## src/rtl/veririsc_pkg.sv

```systemverilog
// veririsc_pkg: opcode and phase encodings shared by the VeriRISC controller, ALU and bench
package veririsc_pkg;
  localparam logic [2:0] HLT = 3'd0;
  localparam logic [2:0] SKZ = 3'd1;
  localparam logic [2:0] ADD = 3'd2;
  localparam logic [2:0] AND = 3'd3;
  localparam logic [2:0] XOR = 3'd4;
  localparam logic [2:0] LDA = 3'd5;
  localparam logic [2:0] STO = 3'd6;
  localparam logic [2:0] JMP = 3'd7;
  localparam logic [2:0] INST_ADDR  = 3'd0;
  localparam logic [2:0] INST_FETCH = 3'd1;
  localparam logic [2:0] INST_LOAD  = 3'd2;
  localparam logic [2:0] IDLE       = 3'd3;
  localparam logic [2:0] OP_ADDR    = 3'd4;
  localparam logic [2:0] OP_FETCH   = 3'd5;
  localparam logic [2:0] ALU_OP     = 3'd6;
  localparam logic [2:0] STORE      = 3'd7;
  function automatic logic is_aluop(input logic [2:0] op);
    return (op == ADD) || (op == AND) || (op == XOR) || (op == LDA);
  endfunction
endpackage

```

## src/rtl/cpu_controller.sv

```systemverilog
// cpu_controller: 8-phase VeriRISC sequencer with sticky HALT; CPU_CONTROLLER_STEP_EN adds single-step input
module cpu_controller
  import veririsc_pkg::*;
(
  input  logic       CLK,
  input  logic       RST,
`ifdef CPU_CONTROLLER_STEP_EN
  input  logic       step,
`endif
  input  logic [2:0] opcode,
  input  logic       zero,
  output logic       sel,
  output logic       rd,
  output logic       ld_ir,
  output logic       inc_pc,
  output logic       ld_pc,
  output logic       ld_ac,
  output logic       data_e,
  output logic       wr,
  output logic       HALT,
  output logic [2:0] phase
);
  logic [2:0] phase_q, phase_d;
  logic       halt_q, halt_d;
  logic       go, run, alu;
`ifdef CPU_CONTROLLER_STEP_EN
  assign go = step;
`else
  assign go = 1'b1;
`endif
  // next phase: freeze when halted, wait in INST_ADDR for go, otherwise advance
  always_comb begin
    halt_d  = halt_q | (phase_q == OP_ADDR && opcode == HLT);
    phase_d = halt_q ? phase_q : (phase_q == INST_ADDR && !go) ? phase_q : phase_q + 3'd1;
  end
  // phase and halt registers with synchronous reset taking priority
  always_ff @(posedge CLK) begin
    if (RST) begin
      phase_q <= INST_ADDR;
      halt_q  <= 1'b0;
    end else begin
      phase_q <= phase_d;
      halt_q  <= halt_d;
    end
  end
  // strobe decode from registered phase; silenced during reset and halt
  always_comb begin
    run    = !RST && !halt_q;
    alu    = is_aluop(opcode);
    sel    = run && phase_q <= IDLE;
    rd     = run && ((phase_q >= INST_FETCH && phase_q <= IDLE) || (phase_q >= OP_FETCH && alu));
    ld_ir  = run && (phase_q == INST_LOAD || phase_q == IDLE);
    inc_pc = run && (phase_q == OP_ADDR || (phase_q == ALU_OP && opcode == SKZ && zero));
    ld_pc  = run && phase_q >= ALU_OP && opcode == JMP;
    ld_ac  = run && phase_q == STORE && alu;
    data_e = run && phase_q >= ALU_OP && opcode == STO;
    wr     = run && phase_q == STORE && opcode == STO;
  end
  assign HALT  = halt_q;
  assign phase = phase_q;
endmodule

```

## config.mk

```make
export PLATFORM = sky130hd
export DESIGN_NAME = cpu_controller
export DESIGN_NICKNAME = d
export VERILOG_FILES = /design/src/rtl/veririsc_pkg.sv /design/src/rtl/cpu_controller.sv
export SDC_FILE = /design/constraint.sdc
export NUM_CORES = 1
export LEC_CHECK = 0
export CORE_AREA = 2 2 39 41
export CTS_CLUSTER_DIAMETER = 150
export DETAILED_ROUTE_END_ITERATION = 16
export DIE_AREA = 0 0 41 43
export GPL_TIMING_DRIVEN = 0
export HOLD_SLACK_MARGIN = 0.12
export SLEW_MARGIN = 10
export SYNTH_ARGS = -nofsm -noshare
export SYNTH_HDL_FRONTEND = slang
export SYNTH_SLANG_ARGS = --single-unit
```

## constraint.sdc

```tcl
create_clock -name CLK -period 2.25 [get_ports CLK]
set_input_delay 0.3375 -clock CLK [delete_from_list [all_inputs] [get_ports CLK]]
set_output_delay 0.3375 -clock CLK [all_outputs]
set_load 0.01 [all_outputs]
```

==> impl_results.md <==
* Crit end category: primary output
* Setup Skew at between 0.003 and 0.004 ns
* Core Area at 1380 um^2
* IO Pins at 18
* Remaining DRCs at 0
* Int Pwr at 180 uW
* Most common cell after layout, fill and taps aside: clkdlybuf4s50_1
* Routability cong. at approximately 0.69
* Total clock sinks at 4
* Synth Area per Inst at 7.65 um^2
* Synth cell types at 19
* Combinational Power Share at 30.4%
* Switching portion of total power at 29.5%
* WP data arrival at 1.76 ns
* Antenna viol nets, final at 0
* Area Overhead vs Synth at 63.6%
* Tmin final at about 2.1 ns
* Diodes inserted at 0
* Initial antenna violation count at 0
* Final hold slack at between 0.5 and 0.6 ns
* RSZ-0062 raised after global routing: no
* Vias in the first global route at roughly 280
* Nets at 79
* Vias after detailed routing at 372
* Worst path slowest cell: clkdlybuf4s50_1
* WP buf/inv at 1
* Rel. slew slack at 77.6%
* Sequential fraction of the synthesis area at 23.3%
* Worst-margin pin slew at 0.335 ns
* Dpl cells at between 70 and 80
* Die area at 1760 um^2
* Design Area, Final at 563 um^2
* Largest delay contributor family on the critical path: buffers and inverters
* DP Worst Slack at -0.120 ns
* Clk root buf: clkbuf_4
* Syn nets at 57
* Fin util at 40.7%
* Final WL at 801 um
* Chip Height at 43 um
* Fin cells at slightly above 80
* # fillers at 154
* DR vias/cell at between 4 and 5
* Wire per inst at approximately 10 um
* Starting Density at 24.9%
* Synth Instances at 45
* Synthesized area at 344 um^2
* TritonRoute pass-1 iters at 4
* Yosys reg bits at 4
* GRT Resource Usage Total at 9.54%
* Reg power frac at a little over a third
* TritonCTS clock tree: done
* Worst-Skew Late Latency at 0.23 ns
* Clock Tree Buf Depth at 2
* Hold Buf Count CTS at 0
* Placed inst area at roughly 530 um^2
* Setup-failing EPs final at 0
* Die Wd at 41 um
* Fin crit share at 93.2%
* CP startpoint kind: flop
* Clock network power share at around 34%
* Largest net degree at the start of global routing at 11
* Status: complete, no violations
* Max-Cap Viols at 0
* Num CTS Buffers at 3
* Hold Path Class: reg2reg
* Final hold violations at 0
* CP max FO at 10
* Peak supply drop at 0.000296 V
* Dpl hpwl at 608 um
* Power density cells at 454 nW/um^2
* NetSw at between 70 and 80 uW
* CP required at 1.91 ns
* Commonest cells after routing, fill and taps aside: clkdlybuf4s50_1 (14), nor2_1 (8), ha_1 (6)
* Share of cells above drive strength 1 at a little over a tenth
* Grt ovf at 0
* Fin worst setup slack at about 0.15 ns
* Max Freq at 477 MHz
* Rows at 14
* Leak at 0.242 nW
* Max Slew Vio Count at 0
* First-pass GRT wire length at roughly 1100 um
* Slowest cell delay on critical path at 0.56 ns
* IO Port Bufs at 17
* Yosys warns at 0
* Initial DRC Count at 11
* Clock transition at path regs at 0.04 ns
* H-tree levels at 1
* Worst path cell trace: ha_1 -> ha_1 -> nand2_1 -> nor3_1 -> clkdlybuf4s50_1
* Kind of critical path: reg2out
* Most common cell on crit path: ha_1
-- state kept, by name, indices dropped and copies added, names as in the netlist --
signal / cells
HALT: 1
phase: 3
-- worst register-to-register path, stage by stage (launching register included) --
cell     delay (ns)
dfxtp_1        0.51
inv_1          0.11
ha_1           0.29
nor2_1         0.04
a21oi_1        0.11
nor2_1         0.05
-- area by class of cell --
cell class                      instances  area [um^2]  area share [%]
Multi-Input combinational cell         35          248            44.0
Timing Repair Buffer                   17          166            29.6
Sequential cell                         4         82.6            14.7
Clock buffer                            3         22.5            4.00
Tap cell                               16         20.0            3.56
Inverter                                5         18.8            3.33
Buffer                                  1         5.00           0.889
-- what timing repair did --
item | 4_1_cts | 5_1_grt
setup buffers | 0 | 0
gates resized for setup | 5 | 2
endpoints found under the setup margin | 5 | 2
-- final timing paths --
check / slack [ns] / end / cells after the start / from
worst max register to register: 1.03 / phase[2]$_SDFFE_PP0N_ / 5 / phase[2]$_SDFFE_PP0N_
worst min register to register: 0.57 / phase[0]$_SDFFE_PP0N_ / 2 / phase[0]$_SDFFE_PP0N_
worst min-delay path: 0.57 / phase[0]$_SDFFE_PP0N_ / 2 / phase[0]$_SDFFE_PP0N_
worst max-delay path: 0.15 / wr / 5 / phase[1]$_SDFFE_PP0N_
-- power groups by stage --
stage	logic, mW	clock network [mW]	registers [mW]
floorplan	0.0395	0	0.0892
global placement	0.0790	0	0.0898
detailed placement	0.0790	0	0.0896
CTS	0.0781	0.0940	0.0886
global route	0.0856	0.0954	0.0910
finish	0.0777	0.0879	0.0898
-- cell usage after synthesis, drive strengths merged --
master  instances  share of area (%)
dfxtp           4                 23
inv             5                5.5
nor4            1                1.8
xor2            1                2.5
o21a            1                2.2
a21oi           3                4.4
mux2i           1                2.9
and2            1                1.8
buf             1                1.5
ha              6                 22
nor3            3                4.4
nand3           1                1.5
xnor2           1                2.5
nor2b           1                1.8
nand2           2                2.2
nor2            9                9.8
a41oi           2                5.1
o31ai           1                2.2
a221o           1                2.9
-- metal layers --
metal  track usage (%)  vias to the layer above  share of wire (%)
met4              6.00                        0                1.6
li1                  -                      193                  -
met3              3.14                        2                5.4
met5                 0                        -                  0
met1              12.5                      163                 47
met2              12.8                       14                 46
-- cell families (layout without fill, tap and decap cells) --
group	after synthesis	in the layout	synth area share [%]
and+or+nand+nor	18	18	23.3
AOI/OAI and AO/OA	8	8	16.7
adders and majority gates	6	6	21.8
buffers and inverters	6	26	6.91
DFF	4	4	23.3
xor gates and xnor gates	2	2	5.09
muxes	1	1	2.91
-- per-stage QoR --
stage / setup TNS (ns) / power (mW)
after global routing: 0 / 0.272
after detailed placement: -0.383 / 0.169
after CTS: 0 / 0.261
final: 0 / 0.255
after floorplan: 0 / 0.129
after global placement: -0.389 / 0.169
(Power assumes the default switching activity.)
